==> src/rtl/padd_sat_pipe_pkg.sv <==
// Shared definitions for the packed saturating add/sub pipeline:
// operation encodings and per-lane saturation bound patterns.
package padd_pkg;

  typedef enum logic [1:0] {
    OP_SADD = 2'b00,
    OP_SSUB = 2'b01,
    OP_UADD = 2'b10,
    OP_USUB = 2'b11
  } op_e;

  localparam int MAX_LANE_W = 32;

  // Bound patterns for a w-bit lane, right-aligned in a MAX_LANE_W vector.
  function automatic logic [MAX_LANE_W-1:0] lane_smax(input int w);
    return (MAX_LANE_W'(1) << (w - 1)) - MAX_LANE_W'(1);
  endfunction

  function automatic logic [MAX_LANE_W-1:0] lane_smin(input int w);
    return MAX_LANE_W'(1) << (w - 1);
  endfunction

  function automatic logic [MAX_LANE_W-1:0] lane_umax(input int w);
    return (MAX_LANE_W'(1) << w) - MAX_LANE_W'(1);
  endfunction

endpackage

==> src/rtl/padd_sat_pipe_sat_lane.sv <==
// One lane of the saturating adder: raw (LANE_W+1)-bit sum/difference on the
// S1 side, saturation select on the registered raw value on the S2 side.
module sat_lane import padd_pkg::*; #(
  parameter int LANE_W = 4
) (
  input  logic [LANE_W-1:0] i_a,
  input  logic [LANE_W-1:0] i_b,
  input  logic [1:0]        i_op,
  output logic [LANE_W:0]   o_raw,
  input  logic [LANE_W:0]   i_raw,
  input  logic [1:0]        i_op_q,
  output logic [LANE_W-1:0] o_res,
  output logic              o_sat
);

  localparam logic [LANE_W-1:0] SMAX = LANE_W'(lane_smax(LANE_W));
  localparam logic [LANE_W-1:0] SMIN = LANE_W'(lane_smin(LANE_W));
  localparam logic [LANE_W-1:0] UMAX = LANE_W'(lane_umax(LANE_W));

  logic [LANE_W:0] w_a_ext;
  logic [LANE_W:0] w_b_ext;

  // Sign- or zero-extension makes the extra bit exact: it is the carry/borrow
  // for unsigned ops and disagrees with the lane MSB on signed overflow.
  assign w_a_ext = {(i_op[1] ? 1'b0 : i_a[LANE_W-1]), i_a};
  assign w_b_ext = {(i_op[1] ? 1'b0 : i_b[LANE_W-1]), i_b};
  assign o_raw   = i_op[0] ? (w_a_ext + ~w_b_ext + (LANE_W+1)'(1))
                           : (w_a_ext + w_b_ext);

  always_comb begin
    o_res = i_raw[LANE_W-1:0];
    o_sat = 1'b0;
    if (i_op_q[1]) begin
      if (i_raw[LANE_W]) begin
        o_sat = 1'b1;
        o_res = i_op_q[0] ? '0 : UMAX;
      end
    end else if (i_raw[LANE_W] != i_raw[LANE_W-1]) begin
      o_sat = 1'b1;
      o_res = i_raw[LANE_W] ? SMIN : SMAX;
    end
  end

endmodule

==> src/rtl/padd_sat_pipe.sv <==
// Two-stage packed-SIMD saturating add/sub unit with valid/ready handshake
// and a sticky saturation flag.
module padd_sat_pipe import padd_pkg::*; #(
  parameter int LANE_W = 4,
  parameter int LANES  = 4
) (
  input  logic                    i_clk,
  input  logic                    i_rst,
  input  logic                    i_in_valid,
  output logic                    o_in_ready,
  input  logic [LANE_W*LANES-1:0] i_a,
  input  logic [LANE_W*LANES-1:0] i_b,
  input  logic [1:0]              i_op,
  output logic                    o_out_valid,
  input  logic                    i_out_ready,
  output logic [LANE_W*LANES-1:0] o_s,
  output logic [LANES-1:0]        o_sat_lanes,
  output logic                    o_sticky_sat,
  input  logic                    i_clr_sticky
);

  localparam int RAW_W = LANE_W + 1;

  logic                    w_en;
  logic [LANES*RAW_W-1:0]  w_raw;
  logic [LANE_W*LANES-1:0] w_res;
  logic [LANES-1:0]        w_sat;

  logic                    r_v1;
  logic [LANES*RAW_W-1:0]  r_raw;
  op_e                     r_op;
  logic                    r_ov;
  logic [LANE_W*LANES-1:0] r_s;
  logic [LANES-1:0]        r_sat;
  logic                    r_sticky;

  assign w_en         = ~r_ov | i_out_ready;
  assign o_in_ready   = w_en;
  assign o_out_valid  = r_ov;
  assign o_s          = r_s;
  assign o_sat_lanes  = r_sat;
  assign o_sticky_sat = r_sticky;

  for (genvar g = 0; g < LANES; g++) begin : g_lane
    sat_lane #(.LANE_W(LANE_W)) u_lane (
      .i_a    (i_a[g*LANE_W +: LANE_W]),
      .i_b    (i_b[g*LANE_W +: LANE_W]),
      .i_op   (i_op),
      .o_raw  (w_raw[g*RAW_W +: RAW_W]),
      .i_raw  (r_raw[g*RAW_W +: RAW_W]),
      .i_op_q (r_op),
      .o_res  (w_res[g*LANE_W +: LANE_W]),
      .o_sat  (w_sat[g])
    );
  end

  always_ff @(posedge i_clk or posedge i_rst) begin
    if (i_rst) begin
      r_v1     <= 1'b0;
      r_raw    <= '0;
      r_op     <= OP_SADD;
      r_ov     <= 1'b0;
      r_s      <= '0;
      r_sat    <= '0;
      r_sticky <= 1'b0;
    end else begin
      if (w_en) begin
        r_v1 <= i_in_valid;
        if (i_in_valid) begin
          r_raw <= w_raw;
          r_op  <= op_e'(i_op);
        end
        r_ov <= r_v1;
        if (r_v1) begin
          r_s   <= w_res;
          r_sat <= w_sat;
        end
      end
      // A saturating transfer in the same cycle as a clear keeps the flag set.
      if (r_ov && i_out_ready && (|r_sat))
        r_sticky <= 1'b1;
      else if (i_clr_sticky)
        r_sticky <= 1'b0;
    end
  end

endmodule

==> config.mk <==
export PLATFORM = sky130hd
export DESIGN_NAME = padd_sat_pipe
export DESIGN_NICKNAME = d
export VERILOG_FILES = /design/src/rtl/padd_sat_pipe_pkg.sv /design/src/rtl/padd_sat_pipe_sat_lane.sv /design/src/rtl/padd_sat_pipe.sv
export SDC_FILE = /design/constraint.sdc
export NUM_CORES = 1
export LEC_CHECK = 0
export ABC_AREA = 0
export CAP_MARGIN = 10
export CELL_PAD_IN_SITES_DETAIL_PLACEMENT = 1
export CELL_PAD_IN_SITES_GLOBAL_PLACEMENT = 2
export CORE_MARGIN = 2
export CORE_UTILIZATION = 28
export CTS_CLUSTER_DIAMETER = 30
export DETAILED_ROUTE_END_ITERATION = 6
export GPL_TIMING_DRIVEN = 0
export PLACE_DENSITY_LB_ADDON = 0.15
export SETUP_SLACK_MARGIN = 0.02
export SLEW_MARGIN = 20
export SYNTH_ARGS = -nofsm -noshare
export SYNTH_HDL_FRONTEND = slang
export SYNTH_SLANG_ARGS = --single-unit
==> constraint.sdc <==
create_clock -name i_clk -period 2.36 [get_ports i_clk]
set_input_delay 0.472 -clock i_clk [delete_from_list [all_inputs] [get_ports i_clk]]
set_output_delay 0.472 -clock i_clk [all_outputs]
set_load 0.005 [all_outputs]
==> reports/metrics.cfg, run 1 <==
[cts]
hold_buffers = 0
cts_sinks = 45
cts_tree = yes
clock_tree.root_cell = clkbuf_16
htree_num_levels = 2
clock_latency_ns = 0.28
numCtsBuffers = 5
cts_buffer_depth = 2
clk_pin_slew_ns = 0.06
post_cts_buffers = 0

[grt]
antenna_found_initial = 0
grt_pass1_vias = 2806
grt_pass1_wl_microns = 14200
grt_max_degree = 33
grt_overflow = 0
grtUsageTotal_pct = 14.0

[sta]
setup_viol = 0
relSlewSlack_pct = 66.2
period_share_pct = 95.0
hold_slack_ns = 0.468
rsz0062_at_grt = false
skew_ns = 0.00559
tns_ns = 0
fin_crit_ns = 2.24
fin_ws_ns = 0.119
worst_slew_pin_slew_ns = 0.506
hold_viol = 0
drv_slew = 0
fmax_mhz = 446

[floorplanning]
start_util_pct = 28.4
row_count = 39
die_width_microns = 111
num_io_pins = 62
core_area_sq_um = 11300
fp.dieH_microns = 111
dieArea_sq_um = 12400

[worst_setup_path]
crit_family = simple AND/OR/NAND/NOR gates
crit_arrival_ns = 2.45
reg2reg_slack_ns = 0.62
start_kind = input pin
path_cells = clkdlybuf4s50_1 -> ha_2 -> inv_1 -> fa_2 -> a21oi_1 -> nor2_1 -> or4_1 -> a31oi_1
cp-end-kind = flop
cp.required_ns = 2.56
path_buf_inv = 2
crit_fanout = 2
path_class = in2reg
slowest_delay_ns = 0.52
crit_path_top_delay_cell = or4_1

[detailed_routing]
ant_nets = 0
drt_iter0_markers = 86
drc_errors = 0
vias = 2772
viasPerCell = 4.75
drtPass1Iterations = 4
wl_per_cell_microns = 14.6
wl_microns = 8530

[final_layout]
nets = 519
fillCellCount = 1383
area_growth_pct = 31.4
num_antenna_cells = 0
drive_above_1_share_pct = 7.48

[yosys]
ys_seq_area_share_pct = 35.0
synth_enable_flop_cells = 0
synth.top_cell.area_share_pct = 35.0
synth_top_cell_by_area = dfrtp_1
synthTopCellsByCount = nand2_1 (50), dfrtp_1 (45), inv_1 (35)
synth_cells = 372
synth.cell_area_sq_um = 3220
synth_cell_types = 34
synth_area_per_cell_sq_um = 8.66
postSynth.asyncResetShare_pct = 100
synth_nets = 451
synth-main-ff-cell = dfrtp_1
synth_warnings = 0
synth.area.top_cells = dfrtp_1 (35%), ha_1 (12%), nand2_1 (5.8%), fa_1 (5.0%), o21ai_0 (4.8%)
synth.most_common_cell = nand2_1
synth-seq-cells = 45

[placement]
portBuffers = 60
place_ws_ns = -0.305
post-dp-hpwl_microns = 7040
gp_congestion = 0.732

[outcome]
status = completed

[pwr]
ir_worst_vdd_v = 0.000391
powerDensity_nw_per_um2 = 747
p_leak_nw = 1.91

[run]
drv_cap = 0

[hold_path]
min_path_type = in2async

## worst paths after layout
path	from	end	depth (start not counted)
max in group asynchronous	i_rst	r_v1	3
min in group i_clk	r_raw[15]	r_raw[15]	2
max	i_b[4]	r_raw[9]	8
min	i_rst	o_s[8]	2
min reg2reg	r_raw[15]	r_raw[15]	2
max reg2reg	o_out_valid	r_raw[18]	6
## worst reg2reg max path, stage by stage, from the launching register on
cell      delay (ns)
dfrtp_1         0.35
nor2b_1         0.20
inv_1           0.15
nand2_1         0.30
clkbuf_1        0.45
nand2_1         0.13
o31ai_1         0.08
## logic make-up after synthesis
group,after synthesis,share of synthesized area [%]
AND/OR/NAND/NOR,115,16.2
AO/OA/AOI/OAI,99,18.8
buffers and inverters,54,7.03
flip-flops,45,35.0
adder cells (fa/ha/maj),40,17.4
XOR/XNOR,11,2.99
multiplexers,8,2.60
## area by class of cell
class                   instances  area [sq um]  share of cell area [%]
multi-input cells             273          1900                    44.9
flip-flops and latches         45          1130                    26.6
repair buffers                 61           627                    14.8
well taps                     143           179                    4.23
clock buffers                   7           143                    3.37
inverters                      35           131                    3.10
plain buffers                  19          95.1                    2.25
clock inverters                 1          30.0                   0.709
## through the flow
stage          std cells  instance area (sq um)  total power [mW]  utilization (%)
2_1_floorplan        372                   3220              1.77                -
3_3_place_gp         575                   4000              2.34             35.3
3_5_place_dp         576                   4020              2.38             35.5
4_1_cts              584                   4200              3.21             37.1
5_1_grt              584                   4230              3.40             37.4
6_report             584                   4230              3.16             37.4
## sequential cells by signal (all words and copies together), names as in the netlist
register / cells
o_sticky_sat: 1
r_v1: 1
o_s: 16
o_out_valid: 1
r_op: 2
o_sat_lanes: 4
r_raw: 20
## layer usage
metal | wire length [microns] | track usage, %
met5 | 0 | 0
met4 | 82 | 3.46
met3 | 262 | 2.08
met2 | 3890 | 22.8
met1 | 4300 | 19.5
## power by group
group	total (mW)	internal [mW]	switching, mW
Sequential	1.17	1.01	0.160
Clock	0.808	0.529	0.279
Combinational	1.18	0.629	0.555
## layout by cell type, fill, tap and decap left out, types with 3 or more instances in the layout
cell,instances
nand2b_1,3
mux2_2,3
clkbuf_16,5
o31ai_1,13
a31oi_1,7
o22ai_1,5
clkdlybuf4s50_1,56
a21o_1,6
buf_2,7
and4_1,4
inv_1,34
dfrtp_1,45
a21oi_1,19
fa_1,3
nor2b_1,9
ha_1,29
a211oi_1,3
clkbuf_1,10
dlymetal6s2s_1,3
ha_2,3
xor2_1,4
nor2_1,28
o21ai_0,31
xnor2_1,7
nand2_1,50
o211ai_1,5
a311oi_1,3
mux2i_1,5
fa_2,5
nor4_1,4
nor3_1,9
a22oi_1,4
## repair_timing
| item | CTS | global route |
|---|---|---|
| setup endpoints to repair | 3 | 3 |
| resized for setup | 4 | 12 |
| pin swaps | 1 | 7 |
Power figures use the tool's default switching activity.
==> run 2: changes to the inputs <==
--- a/config.mk
+++ b/config.mk
@@ -11,6 +11,7 @@
 export CELL_PAD_IN_SITES_GLOBAL_PLACEMENT = 2
 export CORE_MARGIN = 2
 export CORE_UTILIZATION = 28
+export CTS_BUF_LIST = sky130_fd_sc_hd__clkbuf_8
 export CTS_CLUSTER_DIAMETER = 30
 export DETAILED_ROUTE_END_ITERATION = 6
 export GPL_TIMING_DRIVEN = 0
==> run 2 against run 1 <==
Largest power group unchanged. Critical path type unchanged. Clock skew about the same. Highest routed layer unchanged. First-iteration DRC count down 13%. Cell count unchanged.
==> reports/metrics.cfg, run 2 (synthesis results as in run 1) <==
[worst_setup_path]
crit_family = simple AND/OR/NAND/NOR gates
path_buf_inv = 2  ; unchanged
crit_arrival_ns = 2.48  ; +0.03 ns
start_kind = input pin
crit_path_top_delay_cell = or4_1
cp.depth = 8  ; unchanged
path_class = in2reg
reg2regPathDepth = 6  ; unchanged
slowest_delay_ns = 0.52  ; about the same
cp-end-kind = flop
cp.required_ns = 2.58  ; +0.02 ns
path_cells = clkdlybuf4s50_1 -> ha_2 -> inv_1 -> fa_2 -> a21oi_1 -> nor2_1 -> or4_1 -> a31oi_1
crit_fanout = 2  ; unchanged

[detailed_routing]
wl_met1_microns = 4310  ; +0.26%
viasPerCell = 4.73  ; -0.29%
dr_wl_met2_microns = 3820  ; -1.8%
drtPass1Iterations = 4  ; unchanged
ant_nets = 0  ; unchanged
topRoutingLayerUsed = met4
wl_met3_microns = 269  ; +2.7%
wl_microns = 8490  ; -0.56%
drc_errors = 0  ; unchanged
wl_per_cell_microns = 14.5  ; -0.56%
drt_iter0_markers = 75  ; -13%
vias = 2764  ; -0.29%

[grt]
grt_pass1_wl_microns = 14100  ; -0.78%
grt_pass1_vias = 2798  ; -0.29%
antenna_found_initial = 0  ; unchanged
grtUsageTotal_pct = 13.9  ; -0.14 points
grt_overflow = 0  ; unchanged
grt_max_degree = 33  ; unchanged

[final_layout]
register_area_sq_um = 1130  ; unchanged
largest_reg_flops = 20  ; unchanged
regMostFlops = r_raw
final_cell_mix = clkdlybuf4s50_1 (56), nand2_1 (50), dfrtp_1 (45), inv_1 (35), o21ai_0 (31)
layout_commonest_cell = clkdlybuf4s50_1
nets = 519  ; unchanged
drive_above_1_share_pct = 7.26  ; -0.23 points
multi_input_area_sq_um = 1900  ; -0.20%
area_growth_pct = 29.7
num_antenna_cells = 0  ; unchanged
fillCellCount = 1394  ; +0.80%

[sta]
rsz0062_at_grt = true
fmax_mhz = 444  ; -0.55%
period_share_pct = 95.5  ; +0.53 points
hold_viol = 0  ; unchanged
worst_slew_pin_slew_ns = 0.512  ; +0.00592 ns
skew_ns = 0.00588  ; +0.000290 ns
fin_ws_ns = 0.106  ; -0.0125 ns
relSlewSlack_pct = 65.8  ; -0.39 points
hold_slack_ns = 0.446  ; -0.0216 ns
drv_slew = 0  ; unchanged
fin_crit_ns = 2.25  ; +0.0125 ns
setup_viol = 0  ; unchanged

[floorplanning]
row_count = 39  ; unchanged
start_util_pct = 28.4  ; unchanged
num_io_pins = 62  ; unchanged
core_area_sq_um = 11300  ; unchanged
die_width_microns = 111  ; unchanged
fp.dieH_microns = 111  ; unchanged
dieArea_sq_um = 12400  ; unchanged

[cts]
clock_latency_ns = 0.30  ; +0.02 ns
clk_pin_slew_ns = 0.08  ; +0.02 ns
cts_buffer_depth = 2  ; unchanged
clock_tree.root_cell = clkbuf_8
cts_tree = yes
numCtsBuffers = 5  ; unchanged
cts_sinks = 45  ; unchanged
htree_num_levels = 2  ; unchanged
hold_buffers = 0  ; unchanged

[placement]
place_ws_ns = -0.305  ; unchanged
gp_congestion = 0.732  ; unchanged
post-dp-hpwl_microns = 7040  ; unchanged
portBuffers = 60  ; unchanged

[pwr]
ir_worst_vdd_v = 0.000342  ; -12%
powerDensity_nw_per_um2 = 706  ; -5.6%
p_leak_nw = 1.90  ; -0.75%

[hold_path]
min_path_type = in2async

[run]
drv_cap = 0  ; unchanged

[outcome]
status = completed

[run 2: metrics by stage]
step	std cells	cell area, sq um	utilization (%)	setup TNS [ns]	power [mW]
2_1_floorplan	372	3220	-	0	1.77
3_3_place_gp	575	4000	35.3	-6.95	2.34
3_5_place_dp	576	4020	35.5	-0.930	2.38
4_1_cts	584	4140	36.6	0	2.99
5_1_grt	584	4180	36.9	0	3.18
6_report	584	4180	36.9	0	2.95
[run 2: where the power goes]
part | total (mW) | internal, mW | switching, mW
clock | 0.596 | 0.341 | 0.255
sequential | 1.17 | 1.01 | 0.161
combinational | 1.18 | 0.628 | 0.555
[run 2: timing repair]
| item | CTS | global route |
|---|---|---|
| setup buffers | 0 | 0 |
| endpoints found under the hold margin | 0 | 0 |
| setup endpoints to repair | 1 | 3 |
| pin swaps | 0 | 4 |
| gates resized for setup | 1 | 14 |
[run 2: layout make-up]
cell class              count  share of cell area, %
multi-input cells         273                   45.4
clock inverters             2                  0.809
plain buffers              19                   2.28
inverters                  35                   3.15
well taps                 143                   4.28
repair buffers             61                   15.1
flip-flops and latches     45                   27.0
clock buffers               6                   1.98
[run 2: worst register-to-register path: stages (launching register included)]
cell and delay, ns:
dfrtp_1 0.36, nor2b_1 0.19, inv_1 0.14, nand2_1 0.29, clkbuf_1 0.46, nand2_1 0.14
o31ai_1 0.09
[run 2: final timing paths]
kind                             start              to  slack (ns)
setup / recovery                i_b[4]        r_raw[9]        0.11
hold / removal                   i_rst          o_s[8]        0.45
setup reg to reg           o_out_valid        r_raw[3]        0.61
hold reg to reg              r_raw[15]       r_raw[15]        0.48
max in group asynchronous        i_rst  o_sat_lanes[3]        1.44
min in group i_clk           r_raw[15]       r_raw[15]        0.48
[run 2: routing by layer]
metal	global-route usage [%]	vias to the layer above
li1	-	1420
met1	19.5	1286
met2	22.7	52
met3	1.91	6
met4	3.21	0
met5	0	-
==> run 3: changes to the inputs <==
--- a/config.mk
+++ b/config.mk
@@ -17,7 +17,7 @@
 export GPL_TIMING_DRIVEN = 0
 export PLACE_DENSITY_LB_ADDON = 0.15
 export SETUP_SLACK_MARGIN = 0.02
-export SLEW_MARGIN = 20
+export SLEW_MARGIN = 25
 export SYNTH_ARGS = -nofsm -noshare
 export SYNTH_HDL_FRONTEND = slang
 export SYNTH_SLANG_ARGS = --single-unit
==> run 3 against run 2 <==
Hold slack better by 0.015 ns. Critical path depth unchanged. Worst setup slack better by 0.014 ns. Clock skew about the same.
==> reports/metrics.cfg, run 3 (synthesis results as in run 1) <==
[outcome]
status = completed

[cts]
clk_pin_slew_ns = 0.08  ; about the same
cts_buffer_depth = 2  ; unchanged
clock_latency_ns = 0.30  ; about the same
clock_tree.root_cell = clkbuf_8
cts_sinks = 45  ; unchanged
post_cts_buffers = 0  ; unchanged
numCtsBuffers = 5  ; unchanged
htree_num_levels = 2  ; unchanged
cts_tree = yes

[worst_setup_path]
crit_family = simple AND/OR/NAND/NOR gates
crit_path_top_delay_cell = or4_1
path_cells = clkdlybuf4s50_1 -> ha_2 -> inv_1 -> fa_2 -> a21oi_1 -> nor2_1 -> or4_1 -> a31oi_1
path_class = in2reg
cp-end-kind = flop
r2r_start = o_out_valid
crit_fanout = 2  ; unchanged
worstReg2RegEnd = r_raw[18]
cp.required_ns = 2.58  ; about the same
crit_arrival_ns = 2.46  ; -0.02 ns
reg2regPathDepth = 6  ; unchanged
slowest_delay_ns = 0.52  ; about the same
start_kind = input pin
path_buf_inv = 2  ; unchanged
reg2reg_slack_ns = 0.57  ; -0.04 ns

[sta]
relSlewSlack_pct = 67.9  ; +2.1 points
worst_slew_pin_slew_ns = 0.482  ; -0.0308 ns
hold_viol = 0  ; unchanged
rsz0062_at_grt = false
fin_crit_ns = 2.24  ; -0.0144 ns
period_share_pct = 94.9  ; -0.61 points
setup_viol = 0  ; unchanged
hold_slack_ns = 0.461  ; +0.0149 ns
fin_ws_ns = 0.121  ; +0.0144 ns
drv_slew = 0  ; unchanged
skew_ns = 0.00570  ; -0.000177 ns
fmax_mhz = 447  ; +0.64%
tns_ns = 0  ; unchanged

[pwr]
powerDensity_nw_per_um2 = 676  ; -4.2%
ir_worst_vdd_v = 0.000317  ; -7.2%
total_power_mw = 2.80  ; -5.0%
p_leak_nw = 1.89  ; -0.62%

[detailed_routing]
drtPass1Iterations = 4  ; unchanged
wl_per_cell_microns = 14.3  ; -1.3%
vias = 2742  ; -0.80%
viasPerCell = 4.70  ; -0.80%
ant_nets = 0  ; unchanged
wl_microns = 8380  ; -1.3%
drt_iter0_markers = 65  ; -13%
drc_errors = 0  ; unchanged

[floorplanning]
die_width_microns = 111  ; unchanged
core_area_sq_um = 11300  ; unchanged
dieArea_sq_um = 12400  ; unchanged
fp.dieH_microns = 111  ; unchanged
row_count = 39  ; unchanged
num_io_pins = 62  ; unchanged
start_util_pct = 28.4  ; unchanged

[placement]
portBuffers = 60  ; unchanged
gp_congestion = 0.732  ; unchanged
place_ws_ns = -0.315  ; -0.0100 ns
post-dp-hpwl_microns = 6970  ; -0.98%

[final_layout]
largest_reg_flops = 20  ; unchanged
area_growth_pct = 28.6
num_antenna_cells = 0  ; unchanged
final_cell_mix = clkdlybuf4s50_1 (56), nand2_1 (50), dfrtp_1 (45), inv_1 (35), o21ai_0 (31)
layout_commonest_cell = clkdlybuf4s50_1
utilization_pct = 36.6  ; -0.31 points
regMostFlops = r_raw
drive_above_1_share_pct = 7.03  ; -0.23 points
nets = 519  ; unchanged

[grt]
grt_pass1_wl_microns = 13900  ; -1.4%
antenna_found_initial = 0  ; unchanged
grt_overflow = 0  ; unchanged
grt_max_degree = 32  ; -3.0%
grtUsageTotal_pct = 13.6  ; -0.23 points
grt_pass1_vias = 2814  ; +0.57%

[run]
drv_cap = 0  ; unchanged

[hold_path]
min_path_type = in2async

## run 3: cell types whose count changed in the layout (fill, tap and decap cells not counted), sizes merged
cell / before / now
clkinv: 0 / 2
bufinv: 1 / 0
clkbuf: 15 / 14
## run 3: metrics by stage
stage	instances	cell area, sq um
2_1_floorplan	372	3220
3_3_place_gp	575	4000
3_5_place_dp	576	4020
4_1_cts	584	4110
5_1_grt	584	4140
6_report	584	4140
## run 3: power by group
group          internal, mW  total [mW]  switching, mW
sequential             1.01        1.17          0.163
clock                 0.201       0.453          0.252
combinational         0.628        1.17          0.546
total                  1.84        2.80          0.962
## run 3: layout make-up
| class | instances | area, sq um |
|---|---|---|
| multi-input combinational | 273 | 1900 |
| inverter | 35 | 131 |
| fill | 1391 | 7180 |
| tap | 143 | 179 |
| sequential | 45 | 1130 |
| timing repair buffer | 61 | 631 |
| clock inverter | 3 | 13.8 |
| clock buffer | 5 | 68.8 |
| buffer | 19 | 95.1 |
## run 3: worst max-delay path by stage
stage / cells past startpoint / to / slack (ns) / startpoint
after floorplan: 8 / r_raw[19] / 0.37 / i_a[12]
after global placement: 8 / r_raw[4] / -0.26 / i_b[0]
after detailed placement: 8 / r_raw[19] / -0.32 / i_b[12]
after CTS: 8 / r_raw[4] / 0.04 / i_b[0]
after global routing: 8 / r_raw[19] / 0.03 / i_b[12]
final: 8 / r_raw[9] / 0.12 / i_b[4]
## run 3: layer usage
| layer | up-vias | routed length [microns] | GRT usage (%) |
|---|---|---|---|
| met4 | 0 | 77 | 3.21 |
| met1 | 1274 | 4240 | 19.2 |
| met3 | 6 | 235 | 1.59 |
| li1 | 1409 | - | - |
| met5 | - | 0 | 0 |
| met2 | 53 | 3830 | 22.5 |
## run 3: repair_timing
item                                    in CTS  in global routing
resized for setup                            3                 11
hold endpoints to repair                     0                  0
pin swaps                                    0                  5
hold buffers                                 0                  0
endpoints found under the setup margin       1                  3
